## src/rtl/instruction_decode.sv

```systemverilog
// RV32I ID stage: register file, operand/immediate decode, load-use hazard detection.
// Latency: one cycle from IF/ID to the ID/EX register; bubble is combinational.
// Backpressure: MA_stall holds ID/EX; bubble asks IF to hold IF/ID for one cycle.
module instruction_decode #(
  parameter logic [31:0] NOP_INSTR = 32'h00000013,
  parameter int          CNT_W     = 16
) (
  input  logic             clk,
  input  logic             rst,
  input  logic             MA_stall,
  input  logic             br_taken,
  input  logic [31:0]      pc_in,
  input  logic [31:0]      instr_in,
  input  logic             wb_load,
  input  logic [4:0]       wb_rd,
  input  logic [31:0]      wb_data,
  output logic             bubble,
  output logic             id_valid,
  output logic [31:0]      id_pc,
  output logic [31:0]      id_instr,
  output logic [4:0]       id_rs1,
  output logic [4:0]       id_rs2,
  output logic [4:0]       id_rd,
  output logic [31:0]      id_rs1_data,
  output logic [31:0]      id_rs2_data,
  output logic [31:0]      id_imm,
  output logic [CNT_W-1:0] bubble_cnt
);

  localparam logic [6:0] OP_LUI    = 7'b0110111;
  localparam logic [6:0] OP_AUIPC  = 7'b0010111;
  localparam logic [6:0] OP_JAL    = 7'b1101111;
  localparam logic [6:0] OP_JALR   = 7'b1100111;
  localparam logic [6:0] OP_BRANCH = 7'b1100011;
  localparam logic [6:0] OP_LOAD   = 7'b0000011;
  localparam logic [6:0] OP_STORE  = 7'b0100011;
  localparam logic [6:0] OP_IMM    = 7'b0010011;
  localparam logic [6:0] OP_OP     = 7'b0110011;

  logic [31:0] regs [32];

  logic [6:0]  opcode;
  logic        use_rs1;
  logic        use_rs2;
  logic        has_rd;
  logic [4:0]  rs1_idx;
  logic [4:0]  rs2_idx;
  logic [4:0]  rd_idx;
  logic [31:0] imm;
  logic [31:0] rs1_val;
  logic [31:0] rs2_val;
  logic        hazard;

  assign opcode = instr_in[6:0];

  // Decode operand usage and the immediate format from the opcode.
  always_comb begin
    use_rs1 = 1'b0;
    use_rs2 = 1'b0;
    has_rd  = 1'b0;
    imm     = '0;
    case (opcode)
      OP_LUI, OP_AUIPC: begin
        has_rd = 1'b1;
        imm    = {instr_in[31:12], 12'b0};
      end
      OP_JAL: begin
        has_rd = 1'b1;
        imm    = {{11{instr_in[31]}}, instr_in[31], instr_in[19:12],
                  instr_in[20], instr_in[30:21], 1'b0};
      end
      OP_JALR, OP_LOAD, OP_IMM: begin
        use_rs1 = 1'b1;
        has_rd  = 1'b1;
        imm     = {{20{instr_in[31]}}, instr_in[31:20]};
      end
      OP_BRANCH: begin
        use_rs1 = 1'b1;
        use_rs2 = 1'b1;
        imm     = {{19{instr_in[31]}}, instr_in[31], instr_in[7],
                   instr_in[30:25], instr_in[11:8], 1'b0};
      end
      OP_STORE: begin
        use_rs1 = 1'b1;
        use_rs2 = 1'b1;
        imm     = {{20{instr_in[31]}}, instr_in[31:25], instr_in[11:7]};
      end
      OP_OP: begin
        use_rs1 = 1'b1;
        use_rs2 = 1'b1;
        has_rd  = 1'b1;
      end
      default: begin
        use_rs1 = 1'b0;
      end
    endcase
  end

  assign rs1_idx = use_rs1 ? instr_in[19:15] : 5'd0;
  assign rs2_idx = use_rs2 ? instr_in[24:20] : 5'd0;
  assign rd_idx  = has_rd  ? instr_in[11:7]  : 5'd0;

  // Register read with x0 hardwired and a bypass from the write happening this cycle.
  always_comb begin
    rs1_val = '0;
    rs2_val = '0;
    if (rs1_idx != 5'd0) begin
      rs1_val = (wb_load && wb_rd == rs1_idx) ? wb_data : regs[rs1_idx];
    end
    if (rs2_idx != 5'd0) begin
      rs2_val = (wb_load && wb_rd == rs2_idx) ? wb_data : regs[rs2_idx];
    end
  end

  // Unused source indices are already forced to 0, and id_rd is nonzero, so an
  // index match alone implies a real dependency.
  assign hazard = id_valid && (id_instr[6:0] == OP_LOAD) && (id_rd != 5'd0) &&
                  ((rs1_idx == id_rd) || (rs2_idx == id_rd));
  assign bubble = hazard && !br_taken;

  // Architectural register file; WB writes are never held by the memory stall.
  always_ff @(posedge clk) begin
    if (rst) begin
      for (int i = 0; i < 32; i++) begin
        regs[i] <= '0;
      end
    end else if (wb_load && wb_rd != 5'd0) begin
      regs[wb_rd] <= wb_data;
    end
  end

  // ID/EX pipeline register: reset > stall hold > flush > bubble > capture.
  always_ff @(posedge clk) begin
    if (rst || (!MA_stall && (br_taken || bubble))) begin
      id_valid    <= 1'b0;
      id_pc       <= '0;
      id_instr    <= NOP_INSTR;
      id_rs1      <= '0;
      id_rs2      <= '0;
      id_rd       <= '0;
      id_rs1_data <= '0;
      id_rs2_data <= '0;
      id_imm      <= '0;
    end else if (!MA_stall) begin
      id_valid    <= 1'b1;
      id_pc       <= pc_in;
      id_instr    <= instr_in;
      id_rs1      <= rs1_idx;
      id_rs2      <= rs2_idx;
      id_rd       <= rd_idx;
      id_rs1_data <= rs1_val;
      id_rs2_data <= rs2_val;
      id_imm      <= imm;
    end
  end

  // Saturating count of cycles in which a bubble actually reaches ID/EX.
  always_ff @(posedge clk) begin
    if (rst) begin
      bubble_cnt <= '0;
    end else if (bubble && !MA_stall && (bubble_cnt != '1)) begin
      bubble_cnt <= bubble_cnt + 1'b1;
    end
  end

endmodule

```

## config.mk

```make
export PLATFORM = sky130hd
export DESIGN_NAME = instruction_decode
export DESIGN_NICKNAME = d
export VERILOG_FILES = /design/src/rtl/instruction_decode.sv
export SDC_FILE = /design/constraint.sdc
export NUM_CORES = 2
export LEC_CHECK = 0
export ABC_AREA = 1
export BUFFER_PORTS_ARGS = -buffer_cell sky130_fd_sc_hd__clkbuf_2
export CORE_MARGIN = 3
export CORE_UTILIZATION = 45
export CTS_BUF_LIST = sky130_fd_sc_hd__clkbuf_8
export DETAILED_ROUTE_END_ITERATION = 10
export PLACE_DENSITY_LB_ADDON = 0.08
export SYNTH_ARGS = -nofsm -noshare
export SYNTH_HDL_FRONTEND = slang
export SYNTH_SLANG_ARGS = --single-unit
```

## constraint.sdc

```tcl
create_clock -name clk -period 2.9 [get_ports clk]
set_clock_uncertainty 0.05 [all_clocks]
set_input_delay 0.29 -clock clk [delete_from_list [all_inputs] [get_ports clk]]
set_output_delay 0.29 -clock clk [all_outputs]
set_load 0.01 [all_outputs]
```

==> flow_summary.ini <==
[synth]
synth_warnings = 0
synth_edf_count = 1024
yosysTopAreaCellShare_pct = 46.5
synth-main-ff-cell = edfxtp_1
syn-instance-count = 8527
synth.cell_area_sq_mm = 0.0662
async_flop_share_pct = 0
synth_cell_type_count = 40
ys_seq_area_share_pct = 52.3
synth_seq_cells = 1216
synth_area_per_cell_sq_um = 7.76
yosys.area.top_type = edfxtp_1
synth_area_leaders = edfxtp_1 46%, nand2_1 14%, nand3_1 13%

[setup_path]
crit_required_ns = 2.56
start_kind = primary input
reg2reg_slack_ns = 0.40
crit_end = bubble
crit_cells = 13
critPathBufInv = 7
cp_max_fo = 5
worstPathArrival_ns = 2.45
crit_type = in -> out
path_delay_family = buffers and inverters
crit_chain = clkbuf_2 > inv_2 > dlygate4sd3_1 > buf_4 > o211ai_1 > buf_4 > nor2_4 > xnor2_1 > nand3_1 > nand2_1 > nand3_1 > inv_1 > clkbuf_2
critPathCaptureType = output port
cp-startpoint = instr_in[6]
max_stage_delay_ns = 0.56
worst_r2r_startpoint = id_rd[0]
crit_path_top_delay_cell = dlygate4sd3_1
r2r_cells = 14
r2r_end = id_pc[24]

[route]
dr.pass1.iters = 6
drt-initial-drc-count = 10500
wl_per_cell_microns = 27.5
antenna_left = 0
vias_per_cell = 6.03
wirelength_microns = 307000
vias = 67400
drcViolationCount = 0

[timing]
max_freq_ghz = 0.359
min_period_ns = 2.79
min_period_over_period_pct = 96.1
grt_setup_unrepaired = false
tns_ns = 0
slew_viol_final = 0
hold_viol = 0
setup_slack_ns = 0.113
finalSetupViolCount = 0
worst_slew_pin_slew_ns = 1.13
relSlewSlack_pct = 24.4

[worst_hold_path]
holdCritStartpoint = pc_in[13]
min_path_type = in -> reg

[global_route]
overflow = 0
track_usage_pct = 39.6
use_met3_pct = 9.31
use_met2_pct = 59.9
antenna_found_initial = 10
grt_pass1_vias = 63000
grt_max_degree = 108
grt_busiest_layer = met2
met1_usage_pct = 51.9
grt_pass1_wl_microns = 438000

[clock_tree]
ctsHoldBuffers = 146
cts_tree = built
cts_buffers = 212
cts_resized = 0
clk_pin_slew_ns = 0.06
cts_setup_buffers = 0
h-tree-depth = 4
cts_max_path_buffers = 3
cts_root_buf = clkbuf_8
insertion_delay_ns = 0.99
clock_sinks = 1216

[placed_design]
place_ws_ns = -0.190
port_buffers = 298
placed_area_sq_mm = 0.0747
place.gp.congestion = 0.990
dp_hpwl_microns = 200000

[floorplan]
die-area_sq_mm = 0.152
start_util_pct = 45.3
placementRows = 140
die_w_microns = 389
die-height_microns = 389
top_level_ports = 299
core_sq_mm = 0.146

[layout]
drive_gt1_share_pct = 14.2
fin_area_sq_mm = 0.0803
finalNetCount = 9194
syn_to_final_growth_pct = 21.4

[flow_run]
max_cap_violations = 0

[outcome]
status = finished, final reports clean

[power]
power.density_mw_per_mm2 = 506
total_power_w = 0.0406
ir_worst_vdd_v = 0.000339
cellLeakagePower_nw = 34.7
## placed cells by master, fill, tap and decap left out, types with 6 or more instances in the layout
master         count
a21oi_1          220
nor2_1          1409
xor2_1            17
nand4_1            8
dlygate4sd3_1    146
nand3_1         1685
edfxtp_1        1024
o211ai_1         195
inv_2             11
o21ai_1           38
inv_8              6
conb_1            32
a22oi_1           22
buf_4            390
nor4_1             6
nand2_2           66
nand2_4            6
buf_12           225
dfxtp_1          192
inv_1            404
nand2_1         2408
clkinv_1          32
nor3_1            17
clkbuf_2         295
clkinvlp_4         8
o21ai_0           76
clkinv_2          36
clkbuf_8         241
## where the power goes
| part | total [W] | internal, W | switching, W |
|---|---|---|---|
| sequential | 0.0203 | 0.0198 | 0.000505 |
| clock | 0.0158 | 0.00805 | 0.00772 |
| combinational | 0.00454 | 0.00142 | 0.00312 |
| total | 0.0406 | 0.0293 | 0.0113 |
## tightest hold or removal path: cells and delay by family
| kind | cells | cell delay [ns] |
|---|---|---|
| buffers and inverters | 2 | 0.63 |
| AND/OR/NAND/NOR | 1 | 0.06 |
| AO/OA/AOI/OAI | 1 | 0.05 |
## sequential cells by signal, summed over array words and instances, names as in the netlist
register and count:
id_rs1_data 32, id_imm 32, id_valid 1, id_rs1 5
id_rs2 5, id_pc 32, id_instr 32, regs 1024
bubble_cnt 16, id_rd 5, id_rs2_data 32
## cell families after synthesis
logic type	after synthesis	synth area share, %
compound gates	560	5.08
simple gates	5626	35.5
flops	1216	52.3
other cells	1	0.00567
xor+xnor	20	0.265
buf+inv	1103	6.89
fa+ha+maj	1	0.0189
## area by class of cell
class                           count  area, sq um
Antenna cell                        5         12.5
Multi-Input combinational cell   6239        27400
Clock inverter                    150          831
Sequential cell                  1216        34600
Tap cell                         1917         2400
Clock buffer                      241         3320
Timing Repair Buffer             1059        10400
Fill cell                       13600        65600
Inverter                          359         1390
## routing by layer
metal | wire (microns) | vias up
met5 | 0 | -
met4 | 21200 | 0
met3 | 39300 | 1073
met2 | 133000 | 4986
met1 | 114000 | 31900
li1 | - | 29500
## worst min path at each step
| stage | end | slack (ns) | depth (start not counted) |
|---|---|---|---|
| 2_1_floorplan | id_instr[0] | 0.38 | 2 |
| 3_3_place_gp | id_imm[30] | 0.40 | 2 |
| 3_5_place_dp | id_imm[27] | 0.41 | 2 |
| 4_1_cts | id_pc[13] | 0.002 | 4 |
| 5_1_grt | id_pc[3] | 0.06 | 4 |
| 6_report | id_pc[13] | 0.08 | 4 |
## synth_stat cells (2+ instances only)
| cell type | number |
|---|---|
| buf_4 | 31 |
| inv_2 | 14 |
| clkinv_1 | 2 |
| a22oi_1 | 22 |
| o211ai_1 | 195 |
| buf_6 | 2 |
| nand2_2 | 3 |
| dfxtp_1 | 192 |
| inv_1 | 343 |
| clkbuf_1 | 437 |
| xnor2_1 | 3 |
| o22ai_1 | 4 |
| nor3_1 | 17 |
| nor2_2 | 4 |
| nor2_1 | 1409 |
| nor2_4 | 2 |
| edfxtp_1 | 1024 |
| buf_2 | 227 |
| o21ai_0 | 76 |
| a31oi_1 | 3 |
| nor4_1 | 6 |
| buf_1 | 47 |
| nand3b_1 | 4 |
| o21ai_1 | 38 |
| nand2_1 | 2473 |
| a21oi_1 | 220 |
| nand2_4 | 9 |
| nand3_1 | 1685 |
| xor2_1 | 17 |
| nand4_1 | 8 |
## per-stage QoR
step | hold slack [ns] | std cells | util, %
2_1_floorplan | 0.381 | 8558 | -
3_3_place_gp | 0.402 | 10600 | 51.2
3_5_place_dp | 0.406 | 10600 | 51.2
4_1_cts | 0.00166 | 11200 | 55.0
5_1_grt | 0.0633 | 11200 | 55.0
6_report | 0.0760 | 11200 | 55.0
Power figures use the tool's default switching activity.
